<file path="config.mk">
export PLATFORM = sky130hd
export DESIGN_NAME = pipe_hazard_ctrl
export DESIGN_NICKNAME = d
export VERILOG_FILES = /design/src/rtl/mips_pipe_pkg.sv /design/src/rtl/muldiv_busy_tracker.sv /design/src/rtl/pipe_hazard_ctrl.sv
export SDC_FILE = /design/constraint.sdc
export NUM_CORES = 1
export LEC_CHECK = 0
export CAP_MARGIN = 20
export CORE_MARGIN = 10
export CORE_UTILIZATION = 35
export CTS_BUF_LIST = sky130_fd_sc_hd__clkbuf_8
export DETAILED_ROUTE_END_ITERATION = 16
export DONT_BUFFER_PORTS = 1
export GPL_ROUTABILITY_DRIVEN = 0
export GPL_TIMING_DRIVEN = 0
export HOLD_SLACK_MARGIN = 0.02
export REMOVE_ABC_BUFFERS = 1
export SETUP_SLACK_MARGIN = 0.2
export SYNTH_ARGS = -nofsm -noshare
export SYNTH_HDL_FRONTEND = slang
export SYNTH_HIERARCHICAL = 1
export SYNTH_SLANG_ARGS = --single-unit
</file>
<file path="constraint.sdc">
create_clock -name clk -period 2.15 [get_ports clk]
set_clock_uncertainty 0.1 [all_clocks]
set_input_delay 0.1075 -clock clk [delete_from_list [all_inputs] [get_ports clk]]
set_output_delay 0.1075 -clock clk [all_outputs]
set_load 0.01 [all_outputs]
</file>
<file path="src/rtl/mips_pipe_pkg.sv">
// mips_pipe_pkg
//   Shared definitions for the MIPS pipeline control slice.
//   - md_state_e : mult/div busy tracker state encoding (IDLE, MD_BUSY)
//   - REG_ZERO   : architectural $zero register index
//   - NOP_INSTR  : instruction word loaded into a flushed pipeline register
package mips_pipe_pkg;

  typedef enum logic [0:0] {
    IDLE    = 1'b0,
    MD_BUSY = 1'b1
  } md_state_e;

  localparam logic [4:0]  REG_ZERO  = 5'd0;
  localparam logic [31:0] NOP_INSTR = 32'h0000_0000;

endpackage

</file>
<file path="src/rtl/muldiv_busy_tracker.sv">
// muldiv_busy_tracker
//   Tracks how long the multi-cycle mult/div unit owns HI/LO after issue.
//   A start pulse loads a down-counter with MULDIV_LAT-1; the tracker stays
//   busy until the counter reaches its terminal count of zero, so busy is
//   asserted for exactly MULDIV_LAT cycles.
// Ports
//   i_clk    core clock, rising edge
//   i_rst_n  asynchronous active-low reset
//   i_start  mult/div issues this cycle (ignored while already busy)
//   o_busy   HI/LO result pending
//
// state   | meaning
// --------+-----------------------------------------------
// IDLE    | HI/LO free, waiting for a mult/div issue
// MD_BUSY | mult/div in flight, counter runs down to zero
module muldiv_busy_tracker
  import mips_pipe_pkg::*;
#(
  parameter int MULDIV_LAT = 32
) (
  input  logic i_clk,
  input  logic i_rst_n,
  input  logic i_start,
  output logic o_busy
);

  localparam int CW = (MULDIV_LAT > 2) ? $clog2(MULDIV_LAT) : 1;
  localparam logic [0:0]    S_IDLE    = IDLE;
  localparam logic [0:0]    S_MD_BUSY = MD_BUSY;
  localparam logic [CW-1:0] CNT_LOAD  = CW'(MULDIV_LAT - 1);

  logic [0:0]    r_state;
  logic [CW-1:0] r_cnt;

  always_ff @(posedge i_clk or negedge i_rst_n) begin
    if (!i_rst_n) begin
      r_state <= S_IDLE;
      r_cnt   <= '0;
    end else begin
      case (r_state)
        S_IDLE: begin
          if (i_start) begin
            r_state <= S_MD_BUSY;
            r_cnt   <= CNT_LOAD;
          end
        end
        S_MD_BUSY: begin
          // A second start while busy cannot legally happen (hilo stall
          // blocks issue), so it is ignored rather than restarting.
          if (r_cnt == '0) begin
            r_state <= S_IDLE;
          end else begin
            r_cnt <= r_cnt - CW'(1);
          end
        end
        default: begin
          r_state <= S_IDLE;
          r_cnt   <= '0;
        end
      endcase
    end
  end

  assign o_busy = (r_state == S_MD_BUSY);

endmodule

</file>
<file path="src/rtl/pipe_hazard_ctrl.sv">
// pipe_hazard_ctrl
//   Pipeline sequencer beside the ID stage of the 5-stage MIPS core. Detects
//   load-use hazards, taken branch/jump redirects resolved in EX and HI/LO
//   conflicts while mult/div is busy, and drives PC/IF-ID enables, the IF/ID
//   flush and the ID/EX bubble. Outputs are combinational (no added latency).
//   Optional statistics counters are built only when HAZARD_STATS_EN is
//   defined; otherwise stall_cnt/flush_cnt are tied to zero.
// Ports
//   clk, rst                 core clock; asynchronous active-low reset
//   id_rs/id_rt, id_use_*    decoded ID source registers and usage flags
//   ex_memread, ex_rt        EX load and its destination register
//   ex_redirect              taken branch/jump resolved in EX
//   ex_muldiv_start          mult/div issues in EX this cycle
//   pc_we, ifid_we           PC and IF/ID write enables
//   ifid_flush, idex_bubble  IF/ID loads NOP, ID/EX loads NOP
//   muldiv_busy              HI/LO result pending
//   stall_cnt, flush_cnt     saturating stall-cycle / redirect counters
module pipe_hazard_ctrl
  import mips_pipe_pkg::*;
#(
  parameter int MULDIV_LAT = 32,
  parameter int CNT_W      = 32
) (
  input  logic             clk,
  input  logic             rst,
  input  logic [4:0]       id_rs,
  input  logic [4:0]       id_rt,
  input  logic             id_use_rs,
  input  logic             id_use_rt,
  input  logic             id_use_hilo,
  input  logic             ex_memread,
  input  logic [4:0]       ex_rt,
  input  logic             ex_redirect,
  input  logic             ex_muldiv_start,
  output logic             pc_we,
  output logic             ifid_we,
  output logic             ifid_flush,
  output logic             idex_bubble,
  output logic             muldiv_busy,
  output logic [CNT_W-1:0] stall_cnt,
  output logic [CNT_W-1:0] flush_cnt
);

  logic w_busy;
  logic w_load_use;
  logic w_hilo_stall;
  logic w_stall;

  muldiv_busy_tracker #(
    .MULDIV_LAT (MULDIV_LAT)
  ) u_muldiv_busy_tracker (
    .i_clk   (clk),
    .i_rst_n (rst),
    .i_start (ex_muldiv_start),
    .o_busy  (w_busy)
  );

  assign muldiv_busy = w_busy;

  // $zero is hardwired, so a load targeting it never produces a dependency.
  assign w_load_use = ex_memread && (ex_rt != REG_ZERO) &&
                      ((id_use_rs && (id_rs == ex_rt)) ||
                       (id_use_rt && (id_rt == ex_rt)));

  // The last busy cycle still stalls; HI/LO consumers proceed the cycle after.
  assign w_hilo_stall = w_busy && id_use_hilo;
  assign w_stall      = w_hilo_stall || w_load_use;

  always_comb begin
    pc_we       = 1'b1;
    ifid_we     = 1'b1;
    ifid_flush  = 1'b0;
    idex_bubble = 1'b0;
    if (!rst) begin
      // Hold the front end and keep NOPs in the pipe while in reset.
      pc_we       = 1'b0;
      ifid_we     = 1'b0;
      ifid_flush  = 1'b1;
      idex_bubble = 1'b1;
    end else if (ex_redirect) begin
      // Redirect wins over stalls: the stalled ID instruction is on the
      // wrong path anyway, so kill both IF and ID and let the PC load.
      ifid_flush  = 1'b1;
      idex_bubble = 1'b1;
    end else if (w_stall) begin
      pc_we       = 1'b0;
      ifid_we     = 1'b0;
      idex_bubble = 1'b1;
    end
  end

`ifdef HAZARD_STATS_EN
  localparam logic [CNT_W-1:0] CNT_MAX = '1;

  logic [CNT_W-1:0] r_stall_cnt;
  logic [CNT_W-1:0] r_flush_cnt;

  // Stall cycles are counted only when the stall is actually applied,
  // i.e. not overridden by a redirect in the same cycle.
  always_ff @(posedge clk or negedge rst) begin
    if (!rst) begin
      r_stall_cnt <= '0;
      r_flush_cnt <= '0;
    end else begin
      if (ex_redirect) begin
        if (r_flush_cnt != CNT_MAX) r_flush_cnt <= r_flush_cnt + CNT_W'(1);
      end else if (w_stall) begin
        if (r_stall_cnt != CNT_MAX) r_stall_cnt <= r_stall_cnt + CNT_W'(1);
      end
    end
  end

  assign stall_cnt = r_stall_cnt;
  assign flush_cnt = r_flush_cnt;
`else
  assign stall_cnt = '0;
  assign flush_cnt = '0;
`endif

endmodule
</file>
==> results.json <==
{
  "critPathBufInv": 1,
  "crit_path_start_kind": "register",
  "grt_antenna_before_repair": 0,
  "drtIter0Drc": 3,
  "period_needed_ns": 1.81,
  "setup_viol": 0,
  "clock_sinks": 6,
  "synth_top_area_share_pct": 51.6,
  "status": "finished clean",
  "rr_worst_depth": 5,
  "crit_required_ns": 2.16,
  "max_freq_ghz": 0.553,
  "wl_met2_um": 998,
  "drv_slew": 0,
  "core_sq_um": 2520,
  "rows": 18,
  "slowest_stage": "or4b_4",
  "io_pins": 92,
  "clkLatencyLatePin_ns": 0.23,
  "nets": 142,
  "synth_seq_cells": 6,
  "start_util_pct": 37.5,
  "antenna_left": 0,
  "viasPerCell": 3.67,
  "dieWidth_um": 72.0,
  "p_leak_nw": 0.428,
  "vias": 536,
  "setup_slack_ns": 0.341,
  "syn_avg_cell_area_sq_um": 8.37,
  "port_buffers": 0,
  "dieArea_sq_um": 5180,
  "wl_per_cell_um": 14.1,
  "synth_cells": 113,
  "h-tree-depth": 1,
  "post_cts_resize_count": 0,
  "hpwlAfterDp_um": 1870,
  "finalSetupTns_ns": 0,
  "firstDrtPassIters": 4,
  "peakVddDrop_v": 0.000353,
  "powerDensity_nw_per_um2": 861,
  "postCtsHoldBufs": 2,
  "cts_tree": "built",
  "slowest_delay_ns": 0.48,
  "wirelength_um": 2050,
  "finalCritPeriodShare_pct": 84.2,
  "cp_top_family": "simple AND/OR/NAND/NOR gates",
  "synth-seq-area-share_pct": 15.9,
  "cts_root_buf": "clkbuf_8",
  "worstSetupPathType": "register to register",
  "clockBufferDepth": 2,
  "placed_cell_area_sq_um": 732,
  "final_area_sq_um": 793,
  "grt_pass1_wl_um": 3120,
  "antenna_cells": 0,
  "wl_met3_um": 392,
  "drive_gt1_share_pct": 5.17,
  "grt_max_degree": 9,
  "grt_overflow": 0,
  "m1WireLength_um": 641,
  "post_cts_buffers": 0,
  "timing.critical_path.depth": 5,
  "syn_area_sq_um": 946,
  "cp_cell_sequence": "inv_1 -> ha_1 -> or4b_4 -> a21o_1 -> mux2_4",
  "ys_top_cells_by_area": "buf_4 52%, dfrtp_1 16%, xor2_1 7.4%, xnor2_1 1.9%, o21ai_0 1.6%",
  "end_kind": "register",
  "syn_to_final_growth_pct": -16.1,
  "ys_warn_count": 6,
  "clk_pin_slew_ns": 0.04,
  "drv_cap": 0,
  "finalHoldViolCount": 0,
  "min_path_type": "input port to asynchronous set/reset pin",
  "rsz0062_at_grt": "false",
  "grt.total_usage_pct": 7.46,
  "cts_inserted_buffers": 3,
  "drc": 0,
  "power_mw": 0.683,
  "top_layer_used": "met4",
  "synth.distinct_cells": 27,
  "worstPathMaxFanout": 3,
  "grt_pass1_vias": 628,
  "crit_arrival_ns": 1.82,
  "dp_slack_ns": 0.352,
  "dieHeight_um": 72.0,
  "yosysTopAreaCell": "buf_4"
}
-- final timing paths --
| kind | start | end | slack (ns) |
|---|---|---|---|
| hold reg to reg | u_muldiv_busy_tracker/r_cnt[4] | u_muldiv_busy_tracker/r_cnt[4] | 0.40 |
| min in group clk | ex_muldiv_start | u_muldiv_busy_tracker/r_cnt[4] | 0.13 |
| setup reg to reg | u_muldiv_busy_tracker/r_cnt[0] | u_muldiv_busy_tracker/r_cnt[0] | 0.34 |
| hold / removal | rst | u_muldiv_busy_tracker/r_cnt[3] | 0.10 |
| setup / recovery | u_muldiv_busy_tracker/r_cnt[0] | u_muldiv_busy_tracker/r_cnt[0] | 0.34 |
| max in group asynchronous | rst | u_muldiv_busy_tracker/r_cnt[0] | 1.62 |
-- placed cells by master (no fill, tap or decap), drive strengths merged, types with 3 or more instances in the layout --
cell	count
o21ai	4
xor2	8
nand2	3
clkbuf	3
inv	4
conb	64
dfrtp	6
-- where the power goes --
| part | internal (mW) | switching [mW] |
|---|---|---|
| sequential | 0.173 | 0.0558 |
| combinational | 0.121 | 0.161 |
| clock | 0.121 | 0.0517 |
| total | 0.414 | 0.269 |
-- cell families after synthesis --
family / Yosys count / synth area share (%)
AO/OA/AOI/OAI: 12 / 8.86
XOR/XNOR: 10 / 9.26
adder cells (fa/ha/maj): 1 / 1.32
buffers and inverters: 69 / 53.2
flip-flops: 6 / 15.9
multiplexers: 1 / 1.59
other: 1 / 0.396
AND/OR/NAND/NOR: 13 / 9.53
-- per-layer routing --
metal | vias to the layer above | global-route usage [%]
li1 | 246 | -
met1 | 232 | 6.01
met2 | 56 | 12.0
met3 | 2 | 7.48
met4 | 0 | 3.23
met5 | - | 0
-- synthesized netlist by cell type --
master / count
or4_1: 1
and2_0: 1
o21ai_0: 3
o311a_1: 1
nand3b_1: 1
dfrtp_1: 6
nor2b_1: 1
nand2_1: 3
buf_4: 65
o32a_1: 1
o311ai_0: 1
or3_1: 1
a21o_1: 1
a32oi_1: 1
nor4_1: 1
or4b_4: 1
nand2b_1: 2
a21oi_1: 2
xnor2_1: 2
nor4_2: 1
o22a_1: 1
xor2_1: 8
conb_1: 1
o21ai_1: 1
mux2_4: 1
inv_1: 4
ha_1: 1
-- metrics by stage --
stage               utilization [%]  std cells  hold slack, ns
detailed placement             29.0        141          -0.288
CTS                            31.4        146           0.112
finish                         31.4        146           0.102
floorplan                         -        111          -0.288
global route                   31.4        146           0.116
global placement               29.0        141          -0.288
-- area by class of cell --
cell class | instances | area [sq um]
inverters | 4 | 15.0
clock buffers | 3 | 41.3
repair buffers | 2 | 20.0
multi-input cells | 101 | 529
well taps | 30 | 37.5
fillers | 286 | 1730
flip-flops and latches | 6 | 150
-- registers in the layout, indices dropped and copies added, names as in the netlist --
| signal | flops |
|---|---|
| u_muldiv_busy_tracker/r_cnt | 5 |
| u_muldiv_busy_tracker/o_busy | 1 |
-- worst register-to-register path: cells and delay by family (launching register included) --
| family | cells | cell delay, ns |
|---|---|---|
| simple gates | 1 | 0.48 |
| mux | 1 | 0.25 |
| compound gates | 1 | 0.22 |
| fa+ha+maj | 1 | 0.19 |
| flops | 1 | 0.36 |
| buf+inv | 1 | 0.09 |
No activity file was read; power rests on OpenSTA's default activity.
